==> src/rtl/mem_bus_arbiter_if.sv <==
// mem_bus_arbiter_if: CPU, loader and RAM request/response signals shared by the arbiter.
interface mem_bus_arbiter_if #(
  parameter int ADDR_W = 8,
  parameter int DATA_W = 8
);
  logic              cpu_req, cpu_we, cpu_gnt, cpu_rvalid;
  logic [ADDR_W-1:0] cpu_addr;
  logic [DATA_W-1:0] cpu_wdata, cpu_rdata;
  logic              ldr_req, ldr_we, ldr_gnt, ldr_rvalid;
  logic [ADDR_W-1:0] ldr_addr;
  logic [DATA_W-1:0] ldr_wdata, ldr_rdata;
  logic              mem_en, mem_we;
  logic [ADDR_W-1:0] mem_addr;
  logic [DATA_W-1:0] mem_wdata, mem_rdata;
  modport slave (
    input  cpu_req, cpu_we, cpu_addr, cpu_wdata, ldr_req, ldr_we, ldr_addr, ldr_wdata, mem_rdata,
    output cpu_gnt, cpu_rvalid, cpu_rdata, ldr_gnt, ldr_rvalid, ldr_rdata,
           mem_en, mem_we, mem_addr, mem_wdata
  );
  modport master (
    output cpu_req, cpu_we, cpu_addr, cpu_wdata, ldr_req, ldr_we, ldr_addr, ldr_wdata, mem_rdata,
    input  cpu_gnt, cpu_rvalid, cpu_rdata, ldr_gnt, ldr_rvalid, ldr_rdata,
           mem_en, mem_we, mem_addr, mem_wdata
  );
endinterface

==> src/rtl/mem_bus_arbiter.sv <==
// mem_bus_arbiter: shares one RAM port between CPU and boot loader, with BOOT/RUN/DRAIN control
// and round-robin arbitration; read data is routed back by a latency-matched tag pipeline.
module mem_bus_arbiter #(
  parameter int ADDR_W = 8,
  parameter int DATA_W = 8,
  parameter int RD_LAT = 1
) (
  input  logic             clk_i,
  input  logic             rst_ni,
  input  logic             boot_done_i,
  input  logic             boot_req_i,
  output logic             cpu_run_o,
  mem_bus_arbiter_if.slave bus
);
  typedef enum logic [1:0] {BOOT = 2'd0, RUN = 2'd1, DRAIN = 2'd2} state_e;
  state_e            state_q, state_d;
  logic              rr_last_q, rr_last_d;
  logic [RD_LAT-1:0] vld_q, vld_d, id_q, id_d;
  logic              cpu_sel, ldr_sel, cpu_gnt, ldr_gnt, rd_push;
  logic [ADDR_W-1:0] addr;
  logic [DATA_W-1:0] wdata;
  always_comb begin
    state_d   = state_q;
    rr_last_d = rr_last_q;
    cpu_sel   = 1'b0;
    ldr_sel   = 1'b0;
    cpu_run_o = 1'b0;
    case (state_q)
      BOOT: begin
        ldr_sel = bus.ldr_req;
        state_d = boot_done_i ? RUN : BOOT;
      end
      RUN: begin
        cpu_run_o = 1'b1;
        // rr_last_q = 1 means the loader won last, so the CPU wins a tie
        cpu_sel   = bus.cpu_req & (~bus.ldr_req | rr_last_q);
        ldr_sel   = bus.ldr_req & ~cpu_sel;
        rr_last_d = (cpu_sel | ldr_sel) ? ldr_sel : rr_last_q;
        state_d   = boot_req_i ? DRAIN : RUN;
      end
      DRAIN: state_d = (|vld_q) ? DRAIN : BOOT;
      default: state_d = BOOT;
    endcase
  end
  // grants are masked while reset is held so nothing reaches the RAM
  assign cpu_gnt = cpu_sel & rst_ni;
  assign ldr_gnt = ldr_sel & rst_ni;
  assign addr    = cpu_gnt ? bus.cpu_addr : bus.ldr_addr;
  assign wdata   = cpu_gnt ? bus.cpu_wdata : bus.ldr_wdata;
  assign bus.cpu_gnt   = cpu_gnt;
  assign bus.ldr_gnt   = ldr_gnt;
  assign bus.mem_en    = cpu_gnt | ldr_gnt;
  assign bus.mem_we    = cpu_gnt ? bus.cpu_we : (ldr_gnt & bus.ldr_we);
  assign bus.mem_addr  = addr;
  assign bus.mem_wdata = wdata;
  assign rd_push = bus.mem_en & ~bus.mem_we;
  assign vld_d   = (vld_q << 1) | RD_LAT'(rd_push);
  assign id_d    = (id_q << 1) | RD_LAT'(ldr_gnt);
  assign bus.cpu_rvalid = vld_q[RD_LAT-1] & ~id_q[RD_LAT-1];
  assign bus.ldr_rvalid = vld_q[RD_LAT-1] & id_q[RD_LAT-1];
  assign bus.cpu_rdata  = bus.mem_rdata;
  assign bus.ldr_rdata  = bus.mem_rdata;
  always_ff @(posedge clk_i or negedge rst_ni) begin
    if (!rst_ni) begin
      state_q   <= BOOT;
      rr_last_q <= 1'b1;
      vld_q     <= '0;
      id_q      <= '0;
    end else begin
      state_q   <= state_d;
      rr_last_q <= rr_last_d;
      vld_q     <= vld_d;
      id_q      <= id_d;
    end
  end
endmodule

==> src/flat_wrapper.sv <==
// flat-port wrapper written by rule: the top's interface ports become plain ports
module mem_bus_arbiter_flat 
#(
  parameter int ADDR_W = 8,
  parameter int DATA_W = 8,
  parameter int RD_LAT = 1
)
  (clk_i, rst_ni, boot_done_i, boot_req_i, cpu_run_o, bus_cpu_req, bus_cpu_we, bus_cpu_addr, bus_cpu_wdata, bus_ldr_req, bus_ldr_we, bus_ldr_addr, bus_ldr_wdata, bus_mem_rdata, bus_cpu_gnt, bus_cpu_rvalid, bus_cpu_rdata, bus_ldr_gnt, bus_ldr_rvalid, bus_ldr_rdata, bus_mem_en, bus_mem_we, bus_mem_addr, bus_mem_wdata);
  mem_bus_arbiter_if #(.ADDR_W(ADDR_W), .DATA_W(DATA_W)) bus_i ();
  input  logic clk_i;
  input  logic rst_ni;
  input  logic boot_done_i;
  input  logic boot_req_i;
  output logic cpu_run_o;
  input wire logic [$bits(bus_i.cpu_req)-1:0] bus_cpu_req;
  input wire logic [$bits(bus_i.cpu_we)-1:0] bus_cpu_we;
  input wire logic [$bits(bus_i.cpu_addr)-1:0] bus_cpu_addr;
  input wire logic [$bits(bus_i.cpu_wdata)-1:0] bus_cpu_wdata;
  input wire logic [$bits(bus_i.ldr_req)-1:0] bus_ldr_req;
  input wire logic [$bits(bus_i.ldr_we)-1:0] bus_ldr_we;
  input wire logic [$bits(bus_i.ldr_addr)-1:0] bus_ldr_addr;
  input wire logic [$bits(bus_i.ldr_wdata)-1:0] bus_ldr_wdata;
  input wire logic [$bits(bus_i.mem_rdata)-1:0] bus_mem_rdata;
  output wire logic [$bits(bus_i.cpu_gnt)-1:0] bus_cpu_gnt;
  output wire logic [$bits(bus_i.cpu_rvalid)-1:0] bus_cpu_rvalid;
  output wire logic [$bits(bus_i.cpu_rdata)-1:0] bus_cpu_rdata;
  output wire logic [$bits(bus_i.ldr_gnt)-1:0] bus_ldr_gnt;
  output wire logic [$bits(bus_i.ldr_rvalid)-1:0] bus_ldr_rvalid;
  output wire logic [$bits(bus_i.ldr_rdata)-1:0] bus_ldr_rdata;
  output wire logic [$bits(bus_i.mem_en)-1:0] bus_mem_en;
  output wire logic [$bits(bus_i.mem_we)-1:0] bus_mem_we;
  output wire logic [$bits(bus_i.mem_addr)-1:0] bus_mem_addr;
  output wire logic [$bits(bus_i.mem_wdata)-1:0] bus_mem_wdata;
  assign bus_i.cpu_req = bus_cpu_req;
  assign bus_i.cpu_we = bus_cpu_we;
  assign bus_i.cpu_addr = bus_cpu_addr;
  assign bus_i.cpu_wdata = bus_cpu_wdata;
  assign bus_i.ldr_req = bus_ldr_req;
  assign bus_i.ldr_we = bus_ldr_we;
  assign bus_i.ldr_addr = bus_ldr_addr;
  assign bus_i.ldr_wdata = bus_ldr_wdata;
  assign bus_i.mem_rdata = bus_mem_rdata;
  assign bus_cpu_gnt = bus_i.cpu_gnt;
  assign bus_cpu_rvalid = bus_i.cpu_rvalid;
  assign bus_cpu_rdata = bus_i.cpu_rdata;
  assign bus_ldr_gnt = bus_i.ldr_gnt;
  assign bus_ldr_rvalid = bus_i.ldr_rvalid;
  assign bus_ldr_rdata = bus_i.ldr_rdata;
  assign bus_mem_en = bus_i.mem_en;
  assign bus_mem_we = bus_i.mem_we;
  assign bus_mem_addr = bus_i.mem_addr;
  assign bus_mem_wdata = bus_i.mem_wdata;
  mem_bus_arbiter #(.ADDR_W(ADDR_W), .DATA_W(DATA_W), .RD_LAT(RD_LAT)) u_core (.clk_i(clk_i), .rst_ni(rst_ni), .boot_done_i(boot_done_i), .boot_req_i(boot_req_i), .cpu_run_o(cpu_run_o), .bus(bus_i));
endmodule
==> config.mk <==
export PLATFORM = sky130hd
export DESIGN_NAME = mem_bus_arbiter_flat
export DESIGN_NICKNAME = d
export VERILOG_FILES = /design/src/rtl/mem_bus_arbiter_if.sv /design/src/rtl/mem_bus_arbiter.sv /design/src/flat_wrapper.sv
export SDC_FILE = /design/constraint.sdc
export NUM_CORES = 1
export LEC_CHECK = 0
export CAP_MARGIN = 20
export CORE_MARGIN = 2
export CORE_UTILIZATION = 25
export DETAILED_ROUTE_END_ITERATION = 12
export PLACE_DENSITY = 0.87
export SLEW_MARGIN = 20
export SYNTH_ARGS = -nofsm -noshare
export SYNTH_HDL_FRONTEND = slang
export SYNTH_SLANG_ARGS = --single-unit
==> constraint.sdc <==
create_clock -name clk_i -period 2.1 [get_ports clk_i]
set_input_delay 0.315 -clock clk_i [delete_from_list [all_inputs] [get_ports clk_i]]
set_output_delay 0.315 -clock clk_i [all_outputs]
set_load 0.02 [all_outputs]
* After elaboration in Yosys (flattened, before gate mapping)
Cells that the tools add are included.
Storage, ports and cells: register bits after elaboration 5, logic and storage cells 33, bits of input ports 48, output and inout bits 39
Operators by class: multiplexer cells 10, bitwise logic cells 15, equal/unequal tests 2, reduce and logical (&&, ||, !) cells 2
Operator list (count):
- $mux 8 | 2
- $and 1x1->1 | 8
- $pmux 2 s3 | 1
- $mux 1 | 4
- $mux 2 | 2
- $not 1->1 | 4
- $or 1x1->1 | 3
- $eq 2x1->1 const B | 1
- $eq 2x2->1 const B | 1
- $logic_not 2->1 | 1
- $pmux 1 s2 | 1
- $reduce_and 2->1 | 1

* Logic depth before layout (Yosys ltp)
word-level depth 11, mapped depth 4, depth with buffers taken out 3

* Worst setup path before layout
OpenSTA, ideal clock, no wires.
kind flip-flop to output port, start reg u_core.state_q[1], end out bus_mem_we, stages on the path, launching flop included 4, arrival time 1.384 ns, path buffers 0, setup slack 0.401 ns, cell sequence dfrtp_1 > nand3b_1 > a31oi_1 > a22o_1
On the way: cells in the longest elaborated chain, start to end 5, elaborated cells between the ends (all ways) 8, those cells by class eq/ne (1); mux (3); bitwise (3); reduce/logical (1)
Ends and longest elaborated chain:
- start: declaration | line mem_bus_arbiter.sv:16 | state_e state_q, state_d;
- start signal: assignment | line mem_bus_arbiter.sv:70 | state_q <= state_d;
- $eq 2x1->1 / $logic_not 2->1 (equally long branches) | line mem_bus_arbiter.sv:28 | case (state_q)
- $pmux 1 s2 (*) | line mem_bus_arbiter.sv:28
- $and 1x1->1 (*) | line mem_bus_arbiter.sv:47 | assign ldr_gnt = ldr_sel & rst_ni;
- via bus_ldr_gnt | line flat_wrapper.sv:27 | output wire logic [$bits(bus_i.ldr_gnt)-1:0] bus_ldr_gnt;
- $and 1x1->1 (*) | line mem_bus_arbiter.sv:53 | assign bus.mem_we = cpu_gnt ? bus.cpu_we : (ldr_gnt & bus.ldr_we);
- $mux 1 (*) | line mem_bus_arbiter.sv:53
- end: declaration | line flat_wrapper.sv:31 | output wire logic [$bits(bus_i.mem_we)-1:0] bus_mem_we;
Mark *: on every way through the listed nets, which the timed path passes. The rest lies on a longest branch.

* Worst setup path in the final report
start reg u_core.state_q[1], end out bus_mem_wdata[6]
On the way: cells in the longest elaborated chain, start to end 4
Ends and longest elaborated chain:
- $eq 2x1->1 | line mem_bus_arbiter.sv:28
- $mux 1 | line mem_bus_arbiter.sv:28
- $and 1x1->1 | line mem_bus_arbiter.sv:46 | assign cpu_gnt = cpu_sel & rst_ni;
- $mux 8 | line mem_bus_arbiter.sv:49 | assign wdata = cpu_gnt ? bus.cpu_wdata : bus.ldr_wdata;
- end: declaration | line flat_wrapper.sv:33 | output wire logic [$bits(bus_i.mem_wdata)-1:0] bus_mem_wdata;
No other way between the ends.

==> run_results.csv <==
group,metric,value,unit
timing,fin_crit_sh,98.3,%
synth,synth-seq-cells,5,
final_layout,nets,169,
die,io_pins,87,
synth,ys_warn_count,0,
die,fp.dieW,52.0,um
timing,timing.fmax,485,MHz
power,p_per_area,505,nW/um^2
global_route,globalRouteMet1Util,16.7,%
placed_design,dp_slack,-0.405,ns
die,core-area,2190,sq um
timing,hold_violations,0,
run_status,status,"finished, final reports clean",
routing,drtPass1Iterations,4,
cts,cts-root-buf,"clkbuf_4",
setup_path,crit_arrival,1.75,ns
global_route,grt_pass1_vias,643,
routing,routedWlPerCell,14.4,um
timing,skew,0.00321,ns
synth,syn_area,576,sq um
timing,setup_viol,0,
setup_path,required,1.78,ns
routing,routed_wl,2.12,mm
global_route,grt_overflow_total,0,
setup_path,max_stage_delay,0.37,ns
setup_path,path_delay_family,"buffers and inverters",
global_route,met2_usage,29.1,%
cts,clkLatencyLatePin,0.24,ns
setup_path,cp-start-kind,"flip-flop",
placed_design,place_congestion,0.726,
die,die_h,52.0,um
global_route,grt_max_degree,11,
setup_path,worst-setup-path-type,"reg2out",
routing,vias,625,
timing,worst_slack,0.0365,ns
global_route,use_met3,3.74,%
synth,avgSynthCellArea,9.59,sq um
setup_path,crit_slowest_cell,"dfrtp_1",
die,die_area,2700,sq um
power,total_leakage_power,0.535,nW
routing,route.detailed.drc,0,
placed_design,post-dp-hpwl,1.75,mm
power,power,590,uW
final_layout,final_util,53.3,%
synth,synthCells,60,
cts,tritoncts,"done",
setup_path,path_buf_inv,3,
global_route,grt_first_pass_wirelength,3.06,mm
cts,clock-sinks,5,
timing,maxSlewViolCount,0,
global_route,grt_antenna_before_repair,0,
routing,drt-initial-drc-count,3,
placed_design,io_buffers,62,
synth,syn_nets,108,
die,num_rows,17,
final_layout,syn2layout_area_growth,103,%
cts,clockBufferDepth,2,
global_route,grt.total_usage,15.5,%
setup_path,crit_fanout,8,
final_layout,layout-drive-gt1-share,42.5,%
final_layout,diodes,0,
die,start_util,26.3,%
cts,cts_hold_buf,0,
setup_path,path_cells,"nand4b_1 -> a21oi_2 -> bufbuf_16 -> buf_6 -> mux2_4 -> buf_6",
global_route,top_usage_layer,"met2",
routing,postRouteAntennaNets,0,
setup_path,worst_path_most_repeated_cell,"buf_6",
cts,path_clk_slew,0.04,ns
timing,slew_headroom,82.5,%
power,ir_drop,0.295,mV
routing,via_per_inst,4.22,
timing,tightest_slew,0.262,ns
timing,finalCriticalPeriod,2.06,ns
synth,yosysUniqueCellTypes,20,
timing,rsz0062_at_grt,"yes",
min_path,hold_path.class,"in2async",
synth,synth.yosys.seq_area_share,22.0,%
setup_path,endpoint_kind,"primary output",
cts,cts_buffers,3,
cts,cts_max_level,1,
flow_run,cap_violations,0,
-- layout by cell type (no fill, tap or decap), types with 2 or more instances in the layout --
cell and instances:
buf_2 15, buf_6 2, clkdlybuf4s50_1 39, mux2_2 14, inv_1 4, dfrtp_1 4
buf_4 10, nor2b_1 2, dlygate4sd2_1 5, a22o_1 2, nand2_1 2, clkbuf_4 3
-- flip-flops by register name, summed over array words and instances (netlist names) --
name              count
u_core.rr_last_q      1
u_core.id_q           1
u_core.state_q        2
u_core.vld_q          1
-- worst paths after layout --
path,start,cells after the start,slack [ns],end
worst max-delay path,u_core.state_q[1]$_DFF_PN0_,6,0.04,bus_mem_wdata[6]
worst min-delay path,rst_ni,2,0.13,u_core.vld_q$_DFF_PN0_
worst max register to register,u_core.state_q[1]$_DFF_PN0_,5,0.82,u_core.vld_q$_DFF_PN0_
worst min register to register,u_core.state_q[1]$_DFF_PN0_,2,0.55,u_core.state_q[0]$_DFF_PN0_
max in group asynchronous,rst_ni,2,1.78,u_core.rr_last_q$_DFFE_PN1P_
min in group clk_i,bus_cpu_req,3,0.49,u_core.rr_last_q$_DFFE_PN1P_
-- report_power, final --
part	internal [mW]	switching, mW
sequential	0.123	0.0110
combinational	0.197	0.149
clock	0.0718	0.0379
total	0.392	0.198
-- metal layers --
layer  up-vias  routed length (um)
met4         0                   4
met2        19                1250
met5         -                   0
li1        311                   -
met1       293                 744
met3         2                 121
-- cell families (layout without fill, tap and decap cells) --
family | after synthesis | in the layout | synth area share (%)
buffers and inverters | 22 | 82 | 27.4
AND/OR/NAND/NOR | 9 | 9 | 9.13
AO/OA/AOI/OAI | 7 | 7 | 8.48
flip-flops | 5 | 5 | 22.0
multiplexers | 17 | 17 | 33.0
-- synthesized netlist by cell type (all sizes together) --
master	count	share of area, %
nand2b	1	1.1
mux2i	1	1.7
a22o	2	3.0
a31oi	2	2.2
buf	18	25
mux2	16	31
dfrtp	4	17
nand4b	1	1.5
inv	4	2.6
nor2b	2	2.2
a21oi	2	2.4
and2	1	1.1
o21ai	1	0.87
nor2	1	0.65
nand3b	1	1.3
nand2	2	1.3
dfstp	1	4.6
-- metrics by stage --
stage	instances	TNS, ns	instance area (sq um)	hold slack, ns
6_report	148	0	1170	0.128
5_1_grt	148	-0.0940	1170	0.130
4_1_cts	148	0	1180	0.118
3_5_place_dp	140	-7.09	1160	0.542
3_3_place_gp	140	-6.58	1160	0.512
2_1_floorplan	60	0	576	0.0194
-- what timing repair did --
item / CTS / global route
cloned: 1 / 0
endpoints found under the hold margin: 0 / 0
resized for setup: 78 / 4
endpoints found under the setup margin: 20 / 8
buffers inserted: 3 / 0
-- cell type report --
class | count | area, sq um
Clock buffer | 4 | 26.3
Sequential cell | 5 | 126
Multi-Input combinational cell | 33 | 302
Tap cell | 28 | 35.0
Fill cell | 212 | 1020
Timing Repair Buffer | 74 | 664
Inverter | 4 | 15.0
Power figures use the tool's default switching activity.
